===== src/rtl/light_house_ootx_pkg.sv =====
// ---------------------------------------------------------------------------
// light_house_ootx_pkg
// Shared types and constants for the lighthouse OOTX frame receiver:
//   ootx_state_t   framing FSM states
//   PREAMBLE_ZEROS zero bits that, followed by a 1, mark a frame start
//   WORD_BITS      data bits per word (each word is followed by one sync bit)
//   CRC_WORDS      trailing CRC words per frame
//   payload_words  byte length -> payload word count, ceil(L/2)
// ---------------------------------------------------------------------------
package light_house_ootx_pkg;

    localparam int PREAMBLE_ZEROS = 17;
    localparam int WORD_BITS      = 16;
    localparam int CRC_WORDS      = 2;
    localparam int ADDR_BITS      = 8;

    // Wide enough to hold 0..PREAMBLE_ZEROS and 0..WORD_BITS.
    localparam int ZCNT_BITS   = 5;
    localparam int BITCNT_BITS = 5;

    typedef logic [WORD_BITS-1:0] word_t;
    typedef logic [ADDR_BITS-1:0] addr_t;

    typedef enum logic [1:0] {
        ST_HUNT,
        ST_LENGTH,
        ST_PAYLOAD,
        ST_CRC
    } ootx_state_t;

    // ceil(len/2) without overflow: the add is done one bit wider.
    function automatic word_t payload_words(input word_t len);
        logic [WORD_BITS:0] sum;
        sum = {1'b0, len} + {{WORD_BITS{1'b0}}, 1'b1};
        return sum[WORD_BITS:1];
    endfunction

endpackage


===== src/rtl/light_house_ootx_if.sv =====
// ---------------------------------------------------------------------------
// light_house_ootx_if
// Serial input and word-strobe output bundle of the OOTX receiver.
//   DATA_IN   serial data bit, stable around each DCLK rising edge
//   DCLK      bit clock, asynchronous to the system clock
//   DATA_OUT  last received word, first received bit in the MSB
//   ADDRESS   word index of DATA_OUT within its frame
//   READY     one-cycle strobe; DATA_OUT/ADDRESS valid while high
// master: the bit source (drives DATA_IN/DCLK); slave: the receiver.
// ---------------------------------------------------------------------------
interface light_house_ootx_if;
    import light_house_ootx_pkg::*;

    logic  DATA_IN;
    logic  DCLK;
    word_t DATA_OUT;
    addr_t ADDRESS;
    logic  READY;

    modport master (
        output DATA_IN,
        output DCLK,
        input  DATA_OUT,
        input  ADDRESS,
        input  READY
    );

    modport slave (
        input  DATA_IN,
        input  DCLK,
        output DATA_OUT,
        output ADDRESS,
        output READY
    );

endinterface


===== src/rtl/light_house_ootx_bit_sync.sv =====
// ---------------------------------------------------------------------------
// ootx_bit_sync
// Brings DCLK and DATA_IN into the clk_i domain and turns each DCLK rising
// edge into a single-cycle bit_valid_o pulse carrying bit_value_o.
//   clk_i        system clock
//   rst_i        asynchronous active-high reset
//   dclk_i       raw bit clock
//   data_i       raw serial data
//   bit_valid_o  one-cycle pulse per synchronised DCLK rising edge
//   bit_value_o  synchronised data bit, valid with bit_valid_o
// ---------------------------------------------------------------------------
module ootx_bit_sync #(
    parameter int SYNC_STAGES = 2   // legal range 2..3
) (
    input  logic clk_i,
    input  logic rst_i,
    input  logic dclk_i,
    input  logic data_i,
    output logic bit_valid_o,
    output logic bit_value_o
);

    logic [SYNC_STAGES-1:0] dclk_sync_q;
    logic [SYNC_STAGES-1:0] data_sync_q;
    logic                   dclk_prev_q;
    logic                   armed_q;

    logic dclk_s;
    logic data_s;

    assign dclk_s = dclk_sync_q[SYNC_STAGES-1];
    assign data_s = data_sync_q[SYNC_STAGES-1];

    // NOTE: state uses non-blocking assignments so every flop samples the
    // pre-edge value of its neighbour; blocking here would collapse the
    // synchroniser chain into a single stage.
    always_ff @(posedge clk_i or posedge rst_i) begin
        if (rst_i) begin
            dclk_sync_q <= '0;
            data_sync_q <= '0;
            dclk_prev_q <= 1'b0;
            armed_q     <= 1'b0;
        end else begin
            dclk_sync_q <= {dclk_sync_q[SYNC_STAGES-2:0], dclk_i};
            data_sync_q <= {data_sync_q[SYNC_STAGES-2:0], data_i};
            dclk_prev_q <= dclk_s;
            // Edges are accepted only after DCLK has been seen low once, so a
            // DCLK already high at reset release does not look like a new bit.
            if (!dclk_s) begin
                armed_q <= 1'b1;
            end
        end
    end

    // Data travels through the same number of stages as DCLK, so it is
    // aligned with the detected edge.
    assign bit_valid_o = armed_q & dclk_s & ~dclk_prev_q;
    assign bit_value_o = data_s;

endmodule


===== src/rtl/light_house_ootx.sv =====
// ---------------------------------------------------------------------------
// light_house_ootx
// Lighthouse OOTX frame receiver. Hunts for the preamble (17 zeros then a 1),
// then collects 16-bit words each followed by a sync bit: one length word,
// ceil(L/2) payload words and two CRC words. Every word with sync = 1 is
// strobed out with its index in the frame; sync = 0 abandons the frame.
//   CLK    system clock
//   RESET  asynchronous active-high reset
//   bus    slave side of light_house_ootx_if (DATA_IN, DCLK in;
//          DATA_OUT, ADDRESS, READY out)
// ---------------------------------------------------------------------------
module light_house_ootx
    import light_house_ootx_pkg::*;
#(
    parameter int SYNC_STAGES = 2   // legal range 2..3
) (
    input  logic                  CLK,
    input  logic                  RESET,
    light_house_ootx_if.slave     bus
);

    localparam logic [ZCNT_BITS-1:0]   ZCNT_MAX    = ZCNT_BITS'(PREAMBLE_ZEROS);
    localparam logic [BITCNT_BITS-1:0] BITCNT_SYNC = BITCNT_BITS'(WORD_BITS);
    localparam word_t                  CRC_COUNT   = WORD_BITS'(CRC_WORDS);

    logic bit_valid;
    logic bit_value;

    ootx_bit_sync #(
        .SYNC_STAGES (SYNC_STAGES)
    ) u_bit_sync (
        .clk_i       (CLK),
        .rst_i       (RESET),
        .dclk_i      (bus.DCLK),
        .data_i      (bus.DATA_IN),
        .bit_valid_o (bit_valid),
        .bit_value_o (bit_value)
    );

    ootx_state_t            state_q,  state_d;
    logic [ZCNT_BITS-1:0]   zcnt_q,   zcnt_d;    // consecutive zero bits, saturating
    word_t                  shift_q,  shift_d;   // word being assembled
    logic [BITCNT_BITS-1:0] bitcnt_q, bitcnt_d;  // bits of the current word seen
    addr_t                  widx_q,   widx_d;    // index of the word in progress
    word_t                  rem_q,    rem_d;     // words left in PAYLOAD / CRC
    word_t                  data_q,   data_d;
    addr_t                  addr_q,   addr_d;
    logic                   ready_q,  ready_d;

    word_t payload_n;
    assign payload_n = payload_words(shift_q);

    always_ff @(posedge CLK or posedge RESET) begin
        if (RESET) begin
            state_q  <= ST_HUNT;
            zcnt_q   <= '0;
            shift_q  <= '0;
            bitcnt_q <= '0;
            widx_q   <= '0;
            rem_q    <= '0;
            data_q   <= '0;
            addr_q   <= '0;
            ready_q  <= 1'b0;
        end else begin
            state_q  <= state_d;
            zcnt_q   <= zcnt_d;
            shift_q  <= shift_d;
            bitcnt_q <= bitcnt_d;
            widx_q   <= widx_d;
            rem_q    <= rem_d;
            data_q   <= data_d;
            addr_q   <= addr_d;
            ready_q  <= ready_d;
        end
    end

    // NOTE: every signal written below gets a default first, so no path
    // leaves one unassigned and no latch is inferred.
    always_comb begin
        state_d  = state_q;
        zcnt_d   = zcnt_q;
        shift_d  = shift_q;
        bitcnt_d = bitcnt_q;
        widx_d   = widx_q;
        rem_d    = rem_q;
        data_d   = data_q;
        addr_d   = addr_q;
        ready_d  = 1'b0;

        if (bit_valid) begin
            // The zero run is tracked in every state, including inside words.
            if (bit_value) begin
                zcnt_d = '0;
            end else if (zcnt_q != ZCNT_MAX) begin
                zcnt_d = zcnt_q + 1'b1;
            end

            if (bit_value && (zcnt_q == ZCNT_MAX)) begin
                // Preamble wins from any state and restarts the frame.
                state_d  = ST_LENGTH;
                shift_d  = '0;
                bitcnt_d = '0;
                widx_d   = '0;
            end else if (state_q != ST_HUNT) begin
                if (bitcnt_q != BITCNT_SYNC) begin
                    shift_d  = {shift_q[WORD_BITS-2:0], bit_value};
                    bitcnt_d = bitcnt_q + 1'b1;
                end else begin
                    // This bit is the sync bit closing the word.
                    bitcnt_d = '0;
                    if (!bit_value) begin
                        state_d = ST_HUNT;
                    end else begin
                        ready_d = 1'b1;
                        data_d  = shift_q;
                        addr_d  = widx_q;
                        widx_d  = widx_q + 1'b1;
                        case (state_q)
                            ST_LENGTH: begin
                                if (payload_n != '0) begin
                                    state_d = ST_PAYLOAD;
                                    rem_d   = payload_n;
                                end else begin
                                    state_d = ST_CRC;
                                    rem_d   = CRC_COUNT;
                                end
                            end
                            ST_PAYLOAD: begin
                                if (rem_q == word_t'(1)) begin
                                    state_d = ST_CRC;
                                    rem_d   = CRC_COUNT;
                                end else begin
                                    rem_d = rem_q - 1'b1;
                                end
                            end
                            ST_CRC: begin
                                if (rem_q == word_t'(1)) begin
                                    state_d = ST_HUNT;
                                end else begin
                                    rem_d = rem_q - 1'b1;
                                end
                            end
                            default: begin
                                state_d = ST_HUNT;
                            end
                        endcase
                    end
                end
            end
        end
    end

    assign bus.DATA_OUT = data_q;
    assign bus.ADDRESS  = addr_q;
    assign bus.READY    = ready_q;

endmodule


===== src/flat_wrapper.sv =====
// flat-port wrapper written by rule: the top's interface ports become plain ports
module light_house_ootx_flat import light_house_ootx_pkg::*;
#(
    parameter int SYNC_STAGES = 2                      
)
  (CLK, RESET, bus_DATA_IN, bus_DCLK, bus_DATA_OUT, bus_ADDRESS, bus_READY);
  light_house_ootx_if bus_i ();
  input  logic CLK;
  input  logic RESET;
  input wire logic [$bits(bus_i.DATA_IN)-1:0] bus_DATA_IN;
  input wire logic [$bits(bus_i.DCLK)-1:0] bus_DCLK;
  output wire logic [$bits(bus_i.DATA_OUT)-1:0] bus_DATA_OUT;
  output wire logic [$bits(bus_i.ADDRESS)-1:0] bus_ADDRESS;
  output wire logic [$bits(bus_i.READY)-1:0] bus_READY;
  assign bus_i.DATA_IN = bus_DATA_IN;
  assign bus_i.DCLK = bus_DCLK;
  assign bus_DATA_OUT = bus_i.DATA_OUT;
  assign bus_ADDRESS = bus_i.ADDRESS;
  assign bus_READY = bus_i.READY;
  light_house_ootx #(.SYNC_STAGES(SYNC_STAGES)) u_core (.CLK(CLK), .RESET(RESET), .bus(bus_i));
endmodule

===== config.mk =====
export PLATFORM = sky130hd
export DESIGN_NAME = light_house_ootx_flat
export DESIGN_NICKNAME = d
export VERILOG_FILES = /design/src/rtl/light_house_ootx_pkg.sv /design/src/rtl/light_house_ootx_if.sv /design/src/rtl/light_house_ootx_bit_sync.sv /design/src/rtl/light_house_ootx.sv /design/src/flat_wrapper.sv
export SDC_FILE = /design/constraint.sdc
export NUM_CORES = 1
export LEC_CHECK = 0
export ABC_CLOCK_PERIOD_IN_PS = 3600
export CELL_PAD_IN_SITES_DETAIL_PLACEMENT = 0
export CELL_PAD_IN_SITES_GLOBAL_PLACEMENT = 1
export CORE_UTILIZATION = 47
export DETAILED_ROUTE_END_ITERATION = 10
export GPL_TIMING_DRIVEN = 0
export PLACE_DENSITY = 0.89
export SETUP_SLACK_MARGIN = 0.15
export SYNTH_ARGS = -nofsm -noshare
export SYNTH_HDL_FRONTEND = slang
export SYNTH_SLANG_ARGS = --single-unit

===== constraint.sdc =====
create_clock -name CLK -period 3.6 [get_ports CLK]
set_input_delay 0.72 -clock CLK [delete_from_list [all_inputs] [get_ports CLK]]
set_output_delay 0.72 -clock CLK [all_outputs]
set_load 0.005 [all_outputs]

==> summary.txt <==
Drt
  – DRC violations left: 0
  – Final WL: between 9000 and 10,000 um
  – Avg WL per Cell: roughly 17 um
  – Routed via count: approximately 3,400
  – Drt pass-1 iters: 5
  – DR vias/cell: 5.945
  – DR iter-0 viols: approximately 170
  – Final ANT Viol Nets: 0

Yosys
  – Largest family of logic cells by synthesized area: simple AND/OR/NAND/NOR gates
  – Top cell type's share of synthesized area: 0.4731
  – XOR/XNOR share of the synthesized area: 0.04788
  – Library cells used by synthesis: 60
  – Netlist Area Pre-Place: about 4400 um2
  – Simple-gate share of the synthesized area: 0.1721
  – Syn avg cell area: 10.33 um2
  – Synthesis-stage register bit count: 83
  – Synth Area in Compound Gates: 0.1653
  – EDFF count, synth: 0
  – Synth Instances: around 430
  – Synthesized Nets: ~440
  – Yosys top cell by area: dfrtp_1
  – Post-synth top flop: dfrtp_1
  – Leading post-synthesis cells by cell area: dfrtp_1 47%, mux2_2 6.7%, a22o_1 3.6%
  – Post-synthesis adder-cell area fraction: 0.03420
  – Mux share of post-synthesis cell area: 0.06669
  – Sequential fraction of the synthesis area: 0.4731
  – YS warnings: 0
  – Asr flop ratio synth: 1.000

STA
  – Setup Skew: a little over 8 ps
  – Max-slew headroom: 0.2535
  – Fmax: ~0.38 GHz
  – Fin Setup TNS: 0 ps
  – Setup violators final: 0
  – Slew @ Worst Pin: 1110 ps
  – Max Slew Vio Count: 0
  – Minimum clock period after layout: between 2000 and 3000 ps
  – Final WS setup: ~1000 ps
  – Final Cycle Share: 0.7229
  – RSZ-0062 raised after global routing: no
  – Final hold violations: 0

Floorplan
  – Initial Util: 0.4938
  – IO Pins: 29
  – Die height: between 90 and 100 um
  – Die Span X: ~99 um
  – CORE AREA: 8891 um2
  – Die area: between 9000 and 10,000 um2
  – Row count: 34

Placed design
  – Port Buffers: 28
  – Dpl hpwl: between 6000 and 7000 um
  – Placed insts: approximately 560
  – RePlAce Congestion: 0.8626
  – Place WS: 1006 ps

Cells and area
  – Layout Nets: about 480
  – Area growth syn-to-layout: 15.25%
  – Final Util: 0.5691
  – Share of layout cells above drive strength 1: 0.1532
  – Layout Cells excl Fill: 578
  – Antenna Cells: 0

Setup path
  – Delay of the slowest critical-path stage: between 800 and 900 ps
  – Worst r2r dst: u_core.rem_q[13]
  – Critical path startpoint: u_core.zcnt_q[0]
  – Crit path to: u_core.rem_q[13]
  – Crit path kind: reg -> reg
  – Critical path's top delay family: simple AND/OR/NAND/NOR gates
  – RR Startpoint: u_core.zcnt_q[0]
  – Critical Path Stages: 6
  – Critical Path End Type: flip-flop
  – Startpoint types: flip-flop
  – Critical path, cell by cell: ha_1 -> nor4bb_4 -> or3_1 -> nor4_1 -> nand2_1 -> o311ai_1
  – R2r setup slk: roughly 1000 ps
  – Critical Path RT: 3850 ps
  – Critical Path Slowest Stage Cell: nor4_1
  – Worst path arrival time: roughly 2900 ps
  – Length in cells of the worst reg-to-reg path: 6
  – Buf/Inv on CP: 0
  – Critical path fanouts, max: 7

Clocking
  – Post-CTS sizing: 0
  – CTS tree: built
  – Clock Sinks: 83
  – Clock-pin slew on the worst setup and hold paths: around 90 ps
  – CTS Buf Count: 9
  – CTS Hold Bufs: 0
  – Clk buf depth: 2
  – Clk Latency, worst-skew pair: around 350 ps
  – Htree depth: 3
  – Clock Tree Root: clkbuf_8
  – Post-CTS Setup Bufs: 0

Global routing
  – Initial antenna violation count: 0
  – First-pass GRT wire length: between 15,000 and 20,000 um
  – Global route overflow: 0
  – Largest net degree at the start of global routing: 57
  – Vias in the first global route: ~3,300
  – Total Routing Usage GR: 0.2128

Worst hold path
  – Hold Crit Start: u_core.u_bit_sync.data_sync_q[0]
  – Worst Hold Class: reg -> reg

Power and ir drop
  – Leakage: about 2.2 nW
  – PwrDens: ~350 nW/um2
  – VDD IR max: ~0.24 mV

Outcome
  – Status: finished clean

Flow run
  – Maxcap violations: 0
==> final cells by class <==
class                           count  area, um2
Fill cell                         732       3831
Multi-Input combinational cell    304       2135
Sequential cell                    83       2077
Timing Repair Buffer               29      307.8
Tap cell                          108      135.1
Clock buffer                       10      127.6
Buffer                             23      122.6
Clock inverter                      6      96.34
Inverter                           15      58.81
==> sequential cells by signal (all words and copies together), names as in the netlist <==
register,flops
u_core.rem_q,16
u_core.zcnt_q,5
u_core.bus.ADDRESS,8
u_core.bus.READY,1
u_core.widx_q,8
u_core.state_q,2
u_core.bitcnt_q,5
u_core.shift_q,16
u_core.u_bit_sync.dclk_sync_q,2
u_core.u_bit_sync.dclk_prev_q,1
u_core.u_bit_sync.armed_q,1
u_core.bus.DATA_OUT,16
u_core.u_bit_sync.data_sync_q,2
==> kinds of logic after synthesis <==
| family | count (synthesis) |
|---|---|
| XOR/XNOR | 24 |
| adder cells (fa/ha/maj) | 12 |
| multiplexers | 26 |
| AO/OA/AOI/OAI | 103 |
| flip-flops | 83 |
| buffers and inverters | 38 |
| AND/OR/NAND/NOR | 139 |
==> routing by layer <==
metal,vias up,share of wire,GRT usage
li1,1647,-,-
met4,0,0.014,0.07463
met2,87,0.47,0.3326
met3,12,0.035,0.02695
met1,1690,0.48,0.3071
met5,-,0,0
==> power breakdown <==
group | leakage (nW) | internal, mW | switching (mW) | total [mW]
sequential | 1.14 | 0.939 | 0.00808 | 0.947
combinational | 0.986 | 0.0161 | 0.0337 | 0.0498
clock | 0.109 | 0.400 | 0.362 | 0.762
==> worst register-to-register path, stage by stage (launching register included) <==
cell      delay [ps]
dfrtp_1          460
ha_1             250
nor4bb_4         180
or3_1            400
nor4_1           860
nand2_1          190
o311ai_1         160
==> layout by cell type (no fill, tap or decap), drive strengths merged, types with 11 or more instances in the layout <==
master	n
xnor2	12
nor3	11
clkbuf	16
mux2	26
inv	17
a22o	18
nor4	12
dfrtp	83
nand4	16
nor2	30
xor2	12
clkdlybuf4s50	28
a21oi	17
o21ai	28
buf	18
ha	12
nand2	32
==> worst min-delay path by stage <==
stage               slack, ps                          endpoint  cells past startpoint
floorplan                 330  u_core.u_bit_sync.data_sync_q[1]                      0
global placement          330  u_core.u_bit_sync.dclk_sync_q[1]                      0
detailed placement        340  u_core.u_bit_sync.data_sync_q[1]                      0
global route              380  u_core.u_bit_sync.data_sync_q[1]                      0
CTS                       360  u_core.u_bit_sync.data_sync_q[1]                      0
finish                    360  u_core.u_bit_sync.data_sync_q[1]                      0
==> cells in the mapped netlist, types with 4 or more instances <==
library cell	count
nand2_1	32
a22oi_1	4
nor4_1	12
clkbuf_1	6
a22o_1	18
nand3_1	10
dfrtp_1	83
inv_1	15
ha_1	12
a21oi_1	14
mux2_2	26
nor3_1	10
o2bb2ai_1	4
o21ai_0	25
a211oi_1	4
nand4_1	16
xnor2_1	12
buf_2	11
nand2b_1	4
nor2_1	29
and3_1	6
xor2_1	12
a31oi_1	6
==> metrics by stage <==
| stage | hold slack, ps | area, um2 | power, mW |
|---|---|---|---|
| 2_1_floorplan | 331.2 | 4390 | 0.9976 |
| 3_3_place_gp | 332.5 | 4806 | 1.011 |
| 3_5_place_dp | 338.1 | 4836 | 1.017 |
| 4_1_cts | 359.1 | 5060 | 1.778 |
| 5_1_grt | 379.0 | 5060 | 1.819 |
| 6_report | 355.2 | 5060 | 1.759 |
No activity file was read; power rests on OpenSTA's default activity.
==> RTL edit: new RTL, same settings <==
Change the package constant `BITCNT_BITS` from 5 to 10.
--- a/src/rtl/light_house_ootx_pkg.sv
+++ b/src/rtl/light_house_ootx_pkg.sv
@@ -16,7 +16,7 @@
 
     // Wide enough to hold 0..PREAMBLE_ZEROS and 0..WORD_BITS.
     localparam int ZCNT_BITS   = 5;
-    localparam int BITCNT_BITS = 5;
+    localparam int BITCNT_BITS = 10;
 
     typedef logic [WORD_BITS-1:0] word_t;
     typedef logic [ADDR_BITS-1:0] addr_t;
Check against the original RTL: no difference found for any inputs over 10 cycles, from zero or initial values and one cycle with RESET high; that may be too few to reach the edited logic, so the function may still have changed.
==> RTL edit against the unedited design <==
Power decreased by 1.5%. Hold slack improved by 0.0031 ns. Routed wire length increased by 12%. First-iteration DRC count increased by 50%. Sequential cell count increased by 5. Synthesized area increased by 8.3%. Combinational power decreased by 6.6%. Cell area increased by 7.4%. Setup slack improved by 0.059 ns. Critical endpoint is now u_core.state_q[0].
==> RTL edit: results (changes against the unedited design) <==
Run status
  – Status: completed (unchanged)

Setup path
  – CP Max Fanout: 6 (was 7)
  – Crit path max-delay cell type: dfrtp_1 (was nor4_1)
  – Slowest stage delay, CP: 0.49 ns (was 0.86 ns)

Synthesis
  – Post-synth top cells: 101 x nand2_1, 88 x dfrtp_1, 45 x o21ai_0 (was 83 x dfrtp_1, 32 x nand2_1, 29 x nor2_1)
  – Synth cell types: 68 (was 60)
  – Synth area leaders: dfrtp_1 46%, nand2_1 8.0%, o21ai_0 4.7%, xor2_1 3.3%, ha_1 3.2% (was dfrtp_1 47%, mux2_2 6.7%, a22o_1 3.6%, ha_1 3.4%, o21ai_0 2.8%)
  – Mux share of post-synthesis cell area: 0.631% (was 6.67%)
  – Synthesized Nets: 537 (was 441)
  – Register area share after synthesis: 46.3% (was 47.3%)
  – Synth Area in Compound Gates: 16.5% (about the same)
  – Cell count after synthesis: 521 (was 425)
  – Xor-xnor portion of the synthesized cell area: 5.52% (was 4.79%)
  – Synth Area in Adders: 3.16% (was 3.42%)

Route
  – Via count: 3917 (was 3436)
  – Drt total wl: 10800 um (was 9590 um)
  – Initial DRC count: 249 (was 166)

Placed design
  – Dpl cell area: 5230 um2 (was 4840 um2)
  – Pre-CTS setup slack: 1.10 ns (was 1.01 ns)
  – DP HPWL: 7730 um (was 6780 um)
  – Placed insts: 683 (was 562)

Global routing
  – Vias in the first global route: 3727 (was 3282)
  – First-pass GRT wire length: 18000 um (was 16500 um)
  – Largest net degree at the start of global routing: 64 (was 57)
  – Initial antenna violation count: 0 (unchanged)

Layout
  – Share of post-route cells with drive strength above 1: 8.30% (was 15.3%)
  – # fillers: 907 (was 732)
  – Layout Cells excl Fill: 699 (was 578)

CTS
  – CTS Buf Count: 9 (unchanged)
  – Clock latency on the worst-skew pair: 0.38 ns (was 0.35 ns)

Timing
  – Worst-margin pin slew: 0.615 ns (was 1.11 ns)
  – Final setup skew: 0.0188 ns (was 0.00816 ns)

Power and ir drop
  – Pleak: 2.43 nW (was 2.24 nW)
  – Worst vdd ir: 0.286 mV (was 0.236 mV)
RTL edit: cell type report:
| cell class | count | area, um2 | share of cell area (%) |
|---|---|---|---|
| Buffer | 29 | 145 | 2.67 |
| Clock buffer | 9 | 124 | 2.28 |
| Clock inverter | 7 | 75.1 | 1.38 |
| Inverter | 20 | 77.6 | 1.43 |
| Multi-Input combinational cell | 384 | 2330 | 43.0 |
| Sequential cell | 88 | 2200 | 40.5 |
| Tap cell | 133 | 166 | 3.06 |
| Timing Repair Buffer | 29 | 308 | 5.67 |
RTL edit: final timing paths:
kind	cells past startpoint	slack (ns)	endpoint	startpoint
setup / recovery	7	1.06	u_core.state_q[0]	u_core.shift_q[0]
hold / removal	0	0.36	u_core.u_bit_sync.data_sync_q[1]	u_core.u_bit_sync.data_sync_q[0]
setup reg to reg	7	1.06	u_core.state_q[0]	u_core.shift_q[0]
hold reg to reg	0	0.36	u_core.u_bit_sync.data_sync_q[1]	u_core.u_bit_sync.data_sync_q[0]
max in group asynchronous	3	2.32	u_core.rem_q[11]	RESET
min in group asynchronous	2	0.66	u_core.bus.DATA_OUT[8]	RESET
RTL edit: worst reg2reg max path: stages (launching register included):
cell	delay (ns)
dfrtp_1	0.49
ha_1	0.31
and3_2	0.30
nand4_4	0.13
or3_4	0.39
a2111oi_4	0.38
nand3_1	0.17
a221oi_2	0.28
RTL edit: layer usage:
metal / share of wire (%) / global-route usage, % / vias to the layer above
met1: 46 / 28.8 / 1918
met4: 1.9 / 8.13 / 0
met2: 49 / 36.0 / 69
met5: 0 / 0 / -
met3: 3.4 / 3.86 / 17
li1: - / - / 1913
RTL edit: power breakdown:
group	switching (mW)	internal (mW)	leakage [nW]
Sequential	0.00976	0.995	1.21
Clock	0.407	0.273	0.0981
Combinational	0.0314	0.0152	1.12
Total	0.448	1.28	2.43
